===== src/rtl/mem_arbiter_if.sv =====
// Requester/memory bus of mem_arbiter; MEM_ARB_LOCK_EN adds the lock request lines.
interface mem_arbiter_if #(
  parameter int AW = 32,
  parameter int DW = 32
);
  logic [1:0]    req;
  logic [1:0]    we;
  logic [AW-1:0] addr0;
  logic [AW-1:0] addr1;
  logic [DW-1:0] wdata0;
  logic [DW-1:0] wdata1;
  logic [1:0]    gnt;
  logic [1:0]    rvalid;
  logic [DW-1:0] rdata0;
  logic [DW-1:0] rdata1;
  logic          mem_we;
  logic [AW-1:0] mem_a;
  logic [DW-1:0] mem_wd;
  logic [DW-1:0] mem_rd;
`ifdef MEM_ARB_LOCK_EN
  logic [1:0]    lock;

  modport slave (
    input  req, we, addr0, addr1, wdata0, wdata1, mem_rd, lock,
    output gnt, rvalid, rdata0, rdata1, mem_we, mem_a, mem_wd
  );
  modport master (
    output req, we, addr0, addr1, wdata0, wdata1, mem_rd, lock,
    input  gnt, rvalid, rdata0, rdata1, mem_we, mem_a, mem_wd
  );
`else
  modport slave (
    input  req, we, addr0, addr1, wdata0, wdata1, mem_rd,
    output gnt, rvalid, rdata0, rdata1, mem_we, mem_a, mem_wd
  );
  modport master (
    output req, we, addr0, addr1, wdata0, wdata1, mem_rd,
    input  gnt, rvalid, rdata0, rdata1, mem_we, mem_a, mem_wd
  );
`endif
endinterface


===== src/rtl/mem_arbiter.sv =====
// Two-port round-robin arbiter in front of the single-port unified memory.
// Optional MEM_ARB_LOCK_EN lets the owner keep the memory across accesses.
module mem_arbiter #(
  parameter int          AW      = 32,
  parameter int          DW      = 32,
  parameter int unsigned RR_INIT = 0
) (
  input  logic         clk,
  input  logic         reset,
  mem_arbiter_if.slave bus
);

  localparam logic RR_INIT_B = RR_INIT[0];

  typedef enum logic {IDLE = 1'b0, ACCESS = 1'b1} state_t;

  state_t        r_state;
  logic          r_owner;
  logic          r_rr;
  logic          r_we;
  logic [AW-1:0] r_addr;
  logic [DW-1:0] r_wdata;
  logic [1:0]    r_gnt;
  logic [1:0]    r_rvalid;
  logic [DW-1:0] r_rdata0;
  logic [DW-1:0] r_rdata1;
  logic          w_any;
  logic          w_win;
`ifdef MEM_ARB_LOCK_EN
  logic          r_locked;
`endif

  always_comb begin
    w_any = |bus.req;
    w_win = (bus.req == 2'b11) ? r_rr : bus.req[1];
`ifdef MEM_ARB_LOCK_EN
    // A held lock hides the other requester entirely until released.
    if (r_locked) begin
      w_any = bus.req[r_owner];
      w_win = r_owner;
    end
`endif
  end

  always_ff @(posedge clk or negedge reset) begin
    if (!reset) begin
      r_state  <= IDLE;
      r_owner  <= 1'b0;
      r_rr     <= RR_INIT_B;
      r_we     <= 1'b0;
      r_addr   <= '0;
      r_wdata  <= '0;
      r_gnt    <= '0;
      r_rvalid <= '0;
      r_rdata0 <= '0;
      r_rdata1 <= '0;
`ifdef MEM_ARB_LOCK_EN
      r_locked <= 1'b0;
`endif
    end else begin
      r_rvalid <= '0;
      case (r_state)
        IDLE: begin
          if (w_any) begin
            r_owner <= w_win;
            r_addr  <= w_win ? bus.addr1 : bus.addr0;
            r_wdata <= w_win ? bus.wdata1 : bus.wdata0;
            r_we    <= bus.we[w_win];
            r_gnt   <= w_win ? 2'b10 : 2'b01;
            r_state <= ACCESS;
          end
`ifdef MEM_ARB_LOCK_EN
          else if (r_locked && !bus.lock[r_owner]) begin
            r_locked <= 1'b0;
          end
`endif
        end
        ACCESS: begin
          if (!r_we) begin
            if (r_owner) r_rdata1 <= bus.mem_rd;
            else         r_rdata0 <= bus.mem_rd;
            r_rvalid[r_owner] <= 1'b1;
          end
          r_gnt   <= '0;
          r_state <= IDLE;
`ifdef MEM_ARB_LOCK_EN
          if (bus.lock[r_owner]) begin
            r_locked <= 1'b1;
          end else begin
            r_locked <= 1'b0;
            r_rr     <= ~r_owner;
          end
`else
          r_rr <= ~r_owner;
`endif
        end
        default: r_state <= IDLE;
      endcase
    end
  end

  // Write strobe decoded from state so an asynchronous reset kills it at once.
  assign bus.mem_we = (r_state == ACCESS) && r_we;
  assign bus.mem_a  = r_addr;
  assign bus.mem_wd = r_wdata;
  assign bus.gnt    = r_gnt;
  assign bus.rvalid = r_rvalid;
  assign bus.rdata0 = r_rdata0;
  assign bus.rdata1 = r_rdata1;

endmodule


===== src/flat_wrapper.sv =====
// flat-port wrapper written by rule: the top's interface ports become plain ports
module mem_arbiter_flat 
#(
  parameter int          AW      = 32,
  parameter int          DW      = 32,
  parameter int unsigned RR_INIT = 0
)
  (clk, reset, bus_req, bus_we, bus_addr0, bus_addr1, bus_wdata0, bus_wdata1, bus_mem_rd, bus_gnt, bus_rvalid, bus_rdata0, bus_rdata1, bus_mem_we, bus_mem_a, bus_mem_wd);
  mem_arbiter_if #(.AW(AW), .DW(DW)) bus_i ();
  input  logic clk;
  input  logic reset;
  input wire logic [$bits(bus_i.req)-1:0] bus_req;
  input wire logic [$bits(bus_i.we)-1:0] bus_we;
  input wire logic [$bits(bus_i.addr0)-1:0] bus_addr0;
  input wire logic [$bits(bus_i.addr1)-1:0] bus_addr1;
  input wire logic [$bits(bus_i.wdata0)-1:0] bus_wdata0;
  input wire logic [$bits(bus_i.wdata1)-1:0] bus_wdata1;
  input wire logic [$bits(bus_i.mem_rd)-1:0] bus_mem_rd;
  output wire logic [$bits(bus_i.gnt)-1:0] bus_gnt;
  output wire logic [$bits(bus_i.rvalid)-1:0] bus_rvalid;
  output wire logic [$bits(bus_i.rdata0)-1:0] bus_rdata0;
  output wire logic [$bits(bus_i.rdata1)-1:0] bus_rdata1;
  output wire logic [$bits(bus_i.mem_we)-1:0] bus_mem_we;
  output wire logic [$bits(bus_i.mem_a)-1:0] bus_mem_a;
  output wire logic [$bits(bus_i.mem_wd)-1:0] bus_mem_wd;
  assign bus_i.req = bus_req;
  assign bus_i.we = bus_we;
  assign bus_i.addr0 = bus_addr0;
  assign bus_i.addr1 = bus_addr1;
  assign bus_i.wdata0 = bus_wdata0;
  assign bus_i.wdata1 = bus_wdata1;
  assign bus_i.mem_rd = bus_mem_rd;
  assign bus_gnt = bus_i.gnt;
  assign bus_rvalid = bus_i.rvalid;
  assign bus_rdata0 = bus_i.rdata0;
  assign bus_rdata1 = bus_i.rdata1;
  assign bus_mem_we = bus_i.mem_we;
  assign bus_mem_a = bus_i.mem_a;
  assign bus_mem_wd = bus_i.mem_wd;
  mem_arbiter #(.AW(AW), .DW(DW), .RR_INIT(RR_INIT)) u_core (.clk(clk), .reset(reset), .bus(bus_i));
endmodule

===== config.mk =====
export PLATFORM = sky130hd
export DESIGN_NAME = mem_arbiter_flat
export DESIGN_NICKNAME = d
export VERILOG_FILES = /design/src/rtl/mem_arbiter_if.sv /design/src/rtl/mem_arbiter.sv /design/src/flat_wrapper.sv
export SDC_FILE = /design/constraint.sdc
export NUM_CORES = 1
export LEC_CHECK = 0
export ABC_CLOCK_PERIOD_IN_PS = 2350
export CAP_MARGIN = 5
export CORE_UTILIZATION = 42
export CTS_BUF_LIST = sky130_fd_sc_hd__clkbuf_8 sky130_fd_sc_hd__clkbuf_16
export DETAILED_ROUTE_END_ITERATION = 6
export PLACE_DENSITY = 0.89
export SLEW_MARGIN = 20
export SYNTH_ARGS = -nofsm -noshare
export SYNTH_HDL_FRONTEND = slang
export SYNTH_SLANG_ARGS = --single-unit

===== constraint.sdc =====
create_clock -name clk -period 2.35 [get_ports clk]
set_input_delay 0.47 -clock clk [delete_from_list [all_inputs] [get_ports clk]]
set_output_delay 0.47 -clock clk [all_outputs]
set_load 0.02 [all_outputs]

==> reports/results.ini, run 1 <==
[floorplanning]
start_util_pct=43.4
die_x_um=116
core_mm2=0.0127
ios=299
die_area_mm2=0.0136
num_rows=41
die_h_um=116

[clock_tree]
cts_resized=0
ctsRootBufferMaster=clkbuf_16
cts_max_level=4
clk_latency_ns=0.41
postCtsSetupRepairBufs=0
cts_tree=yes
numCtsBuffers=17
cts_max_path_buffers=2
clk_pin_slew_worst_paths_ns=0.06
cts_num_sinks=136
cts_hold_buf=0

[route]
final_antenna_net_count=0
dr.pass1.iters=4
via_per_inst=5.17
wl_mm=16.6
post_drt_wl_per_cell_um=19.3
num_vias=4447
drt_iter0_markers=266
post-route-drc-count=0

[yosys]
synthMuxAreaShare_pct=13.3
synth_top_area_share_pct=61.9
synth_area_per_cell_um2=14.7
synth_fp_nets=541
synth.largest_area_cell=dfrtp_1
synth_edf_count=0
yosys.area_share.xor_xnor_pct=0
ys_async_sr_fraction_pct=100
synth_simple_gate_area_share_pct=8.33
seq_area_frac_synth_pct=61.9
synthAdderAreaFrac_pct=0
synth_commonest_cells=136 x dfrtp_1, 65 x a221o_1, 65 x and2_1
synth_top_family_by_area=multiplexers
ys_seq_elements=136
yosys_most_used_dff=dfrtp_1
ys_warn_count=0
synth_cell_types=23
synth-compound-area-share_pct=12.8
synth.area.top_cells=dfrtp_1 62%, a221o_1 12%, and2_1 7.4%, mux2_2 7.2%, mux2_1 5.9%
yosysMostFrequentCell=dfrtp_1
synth_area_mm2=0.00550
synthCells=375

[cells_and_area]
multi_input_area_mm2=0.00191
seqCellArea_mm2=0.00340
drive_above_1_share_pct=12.2
fillCellCount=799
diodes=0
syn2layout_area_growth_pct=68.1
nNetsFinal=841

[global_route]
track_usage_pct=24.9
gr-total-overflow=0
antenna_found_initial=0
grt_start_max_net_pins=45
grt_first_pass_wirelength_mm=24.9
grt_pass1_vias=4735

[setup_path]
cp_max_fo=9
cp-start-kind=flip-flop
cp_slowest_cell=clkdlybuf4s50_1
max_stage_delay_ns=0.62
path_cells=and2_1 -> clkdlybuf4s50_1
arrival_ns=1.74
cp.required_ns=1.88
critical_path_class=reg -> out
critPathCaptureType=primary output

[timing]
setup_tns_ns=0
clock_skew_ns=0.00645
fin_ws_ns=0.141
slew_violations=0
fin_crit_sh_pct=94.0
setup_viol=0
timing.fmax_mhz=453
min_period_ns=2.21
finalHoldViolCount=0
max-slew-margin-rel_pct=64.9
tightest_slew_ns=0.527
rsz0062_at_grt=no

[place]
io_buffers=298
gp_congestion=0.814
dp_hpwl_mm=12.2
place_ws_ns=0.172

[pwr]
power.density_mw_per_mm2=1170
ir_worst_vdd_mv=0.447
p_leak_nw=3.87
power.total_w=0.0108

[min_path]
hold_class=in -> async

[flow_run]
cap_viol_max_count=0

[run_status]
outcome=finished clean

## layer usage
| metal | share of wire, % | GRT usage, % | up-vias |
|---|---|---|---|
| li1 | - | - | 1997 |
| met5 | 0 | 0 | - |
| met2 | 51 | 43.9 | 225 |
| met1 | 38 | 27.7 | 2194 |
| met3 | 8.5 | 7.21 | 31 |
| met4 | 2.5 | 11.3 | 0 |
## worst max-delay path: cells and delay by family, from the launching register on
family	cells	cell delay [ns]
DFF	1	0.53
and+or+nand+nor	1	0.18
buffers and inverters	1	0.62
## kinds of logic after synthesis
group,Yosys count
AOI/OAI and AO/OA,71
buffers and inverters,32
DFF,136
muxes,65
and+or+nand+nor,71
## through the flow
stage | std cells | area [um^2] | util (%) | hold slack [ns]
2_1_floorplan | 375 | 5500 | - | 0.174
3_3_place_gp | 828 | 8660 | 68.3 | 0.467
3_5_place_dp | 828 | 8660 | 68.3 | 0.477
4_1_cts | 860 | 9250 | 73.0 | 0.0420
5_1_grt | 860 | 9250 | 73.0 | 0.0635
6_report | 860 | 9250 | 73.0 | 0.0322
## layout by cell type, fill, tap and decap left out, types with 2 or more instances in the layout
cell type / netlist / final
clkdlybuf4s50_1: 0 / 297
dfrtp_1: 136 / 136
and2_1: 65 / 65
a221o_1: 65 / 65
mux2_2: 35 / 35
mux2_1: 29 / 29
clkbuf_16: 0 / 17
buf_4: 8 / 8
inv_1: 4 / 4
clkinv_2: 0 / 4
buf_12: 0 / 4
clkinvlp_4: 0 / 3
clkinv_4: 0 / 3
bufinv_16: 0 / 2
## final cells by class
type                    instances  area share (%)
clock buffers                  18            4.75
clock inverters                14            1.61
inverters                       4           0.162
multi-input cells             207            20.7
flip-flops and latches        136            36.8
well taps                     172            2.33
repair buffers                309            33.7
## final timing paths
kind | start | cells after the start | end | slack (ns)
min in group clk | u_core.bus.rdata0[29]$_DFFE_PN0P_ | 1 | u_core.bus.rdata0[29]$_DFFE_PN0P_ | 0.49
max in group asynchronous | reset | 2 | u_core.bus.rdata1[6]$_DFFE_PN0P_ | 1.65
min reg2reg | u_core.bus.rdata0[29]$_DFFE_PN0P_ | 1 | u_core.bus.rdata0[29]$_DFFE_PN0P_ | 0.49
max | u_core.r_state$_DFF_PN0_ | 2 | bus_mem_we | 0.14
min | reset | 1 | u_core.bus.mem_wd[23]$_DFFE_PN0P_ | 0.03
max reg2reg | u_core.r_state$_DFF_PN0_ | 3 | u_core.bus.rdata0[4]$_DFFE_PN0P_ | 0.63
## report_power, final
group | switching (W) | internal, W | leakage (nW) | total [W]
Clock | 0.00103 | 0.00160 | 0.284 | 0.00262
Combinational | 0.00209 | 0.00239 | 1.95 | 0.00448
Sequential | 0.000501 | 0.00320 | 1.64 | 0.00371
Total | 0.00362 | 0.00719 | 3.87 | 0.0108
## registers in the layout, indices dropped and copies added, names as in the netlist
register,flops
u_core.bus.mem_a,32
u_core.bus.mem_wd,32
u_core.bus.rdata0,32
u_core.bus.rdata1,32
u_core.bus.gnt,2
u_core.bus.rvalid,2
u_core.r_owner,1
u_core.r_rr,1
u_core.r_state,1
u_core.r_we,1
(Power assumes the default switching activity.)
==> run 2, diff against run 1 <==
- PLACE_DENSITY: 0.89 -> 0.86
==> run 2 against run 1 <==
  * Global-route usage fell by 0.062 points
  * Die area did not move
  * Total power rose by 0.66%
  * Register-to-register slack got worse by 0.06 ns
  * Fmax rose by 3.3%
  * Worst hold slack improved by 0.46 ns
  * Flip-flop and latch count did not move
  * First-iteration DRC count rose by 1.1%
  * Routed wire length fell by 1.2%
  * Via count rose by 0.99%
  * Critical endpoint unchanged
==> reports/results.ini, run 2 (synthesis gave the netlist of run 1 again) <==
[pwr]
clkPwrFrac_pct=24.8
p_switching_w=0.00361
ir_worst_vdd_mv=0.502
power.density_mw_per_mm2=1170
internal_power_w=0.00727
power_frac_seq_pct=33.9
p_leak_nw=3.88
comb_power_share_pct=41.2
p_sw_share_pct=33.2

[timing]
fin_ws_ns=0.211
setup_tns_ns=0
finalHoldViolCount=0
fin_crit_sh_pct=91.0
slew_violations=0
rsz0062_at_grt=no
setup_viol=0
tightest_slew_ns=0.869
holdWs_ns=0.489
min_period_ns=2.14
timing.fmax_mhz=468
max-slew-margin-rel_pct=42.1
clock_skew_ns=0.00961

[clock_tree]
clk_latency_ns=0.40
cts_max_path_buffers=2
clk_pin_slew_worst_paths_ns=0.06
cts_max_level=4
numCtsBuffers=17
ctsRootBufferMaster=clkbuf_16
cts_tree=yes
cts_num_sinks=136

[setup_path]
critical_path_class=reg -> out
reg2reg_depth=2
critical_path.startpoint=u_core.r_state$_DFF_PN0_
arrival_ns=1.67
critPathCaptureType=primary output
setup.worst_path.end=bus_mem_we
r2r_slack_ns=0.57
cp.required_ns=1.88
path_cells=and2_1 -> clkdlybuf4s50_1
r2r_end=u_core.bus.mem_a[21]$_DFFE_PN0P_
r2r_start=u_core.r_state$_DFF_PN0_
cp_slowest_cell=clkdlybuf4s50_1
cp_max_fo=9
cp-start-kind=flip-flop
max_stage_delay_ns=0.63

[global_route]
grt_first_pass_wirelength_mm=25.1
antenna_found_initial=1
grt_pass1_vias=4759
grt_start_max_net_pins=67
track_usage_pct=24.8
gr-total-overflow=0

[cells_and_area]
multi_input_area_mm2=0.00191
nNetsFinal=841
drive_above_1_share_pct=11.9
final_cell_mix=297 x clkdlybuf4s50_1, 135 x dfrtp_1, 65 x and2_1, 65 x a221o_1, 35 x mux2_2
syn2layout_area_growth_pct=68.6
final_common_cell=clkdlybuf4s50_1
seqCellArea_mm2=0.00340
fillCellCount=815

[floorplanning]
num_rows=41
ios=299
start_util_pct=43.4
core_mm2=0.0127
die_area_mm2=0.0136
die_h_um=116
die_x_um=116

[min_path]
hold_class=reg -> reg

[route]
via_per_inst=5.22
final_antenna_net_count=0
num_vias=4491
wl_mm=16.4
post_drt_wl_per_cell_um=19.1
post-route-drc-count=0
dr.pass1.iters=4
drt_iter0_markers=269

[place]
place_ws_ns=0.0774
dp_hpwl_mm=11.8
gp_congestion=0.802
io_buffers=298

[run_status]
outcome=finished clean

[flow_run]
cap_viol_max_count=0

-- run 2: repair_timing --
| action | 4_1_cts | 5_1_grt |
|---|---|---|
| endpoints found under the setup margin | 0 | 1 |
| resized for setup | 0 | 1 |
| hold buffers | 1 | 0 |
| endpoints found under the hold margin | 30 | 0 |
| setup buffers | 0 | 0 |
-- run 2: per-stage QoR --
stage	cell area [um^2]	utilization [%]	total power, W	cells
floorplan	5500	-	0.00577	375
global placement	8650	68.3	0.00803	827
detailed placement	8650	68.3	0.00821	827
CTS	9270	73.1	0.0110	860
global route	9270	73.2	0.0114	861
finish	9270	73.2	0.0109	861
-- run 2: worst max-delay path: cells and delay by family (launching register included) --
| family | cells | cell delay (ns) |
|---|---|---|
| buf+inv | 1 | 0.63 |
| simple gates | 1 | 0.16 |
| flops | 1 | 0.48 |
-- run 2: layout make-up --
class | instances | share of cell area (%)
Antenna cell | 1 | 0.0270
Tap cell | 172 | 2.32
Inverter | 4 | 0.162
Timing Repair Buffer | 309 | 33.6
Sequential cell | 136 | 36.7
Clock inverter | 15 | 1.92
Multi-Input combinational cell | 207 | 20.6
Clock buffer | 17 | 4.59
-- run 2: worst min path at each step --
stage                                            startpoint                                 to  slack, ns  cells after the start
after global routing      u_core.bus.rdata0[11]$_DFFE_PN0P_  u_core.bus.rdata0[11]$_DFFE_PN0P_       0.51                      1
after global placement                                reset  u_core.bus.mem_wd[28]$_DFFE_PN0P_       0.37                      1
final                      u_core.bus.rdata0[2]$_DFFE_PN0P_   u_core.bus.rdata0[2]$_DFFE_PN0P_       0.49                      1
after floorplan                                       reset      u_core.bus.gnt[0]$_DFFE_PN0P_       0.17                      0
after detailed placement                              reset  u_core.bus.mem_wd[21]$_DFFE_PN0P_       0.38                      1
after CTS                  u_core.bus.rdata0[2]$_DFFE_PN0P_   u_core.bus.rdata0[2]$_DFFE_PN0P_       0.49                      1
-- run 2: power groups by stage --
stage | clock network [W] | registers [W] | logic [W]
final | 0.00270 | 0.00369 | 0.00449
after global placement | 0 | 0.00364 | 0.00439
after CTS | 0.00276 | 0.00370 | 0.00453
after detailed placement | 0 | 0.00370 | 0.00451
after global routing | 0.00286 | 0.00379 | 0.00475
after floorplan | 0 | 0.00469 | 0.00108
-- run 2: metal layers --
layer | track usage [%] | wire (um) | vias to the layer above
met4 | 14.1 | 704 | 0
met5 | 0 | 0 | -
met1 | 28.2 | 6260 | 2205
met3 | 7.73 | 1500 | 51
met2 | 41.5 | 7950 | 239
li1 | - | - | 1996
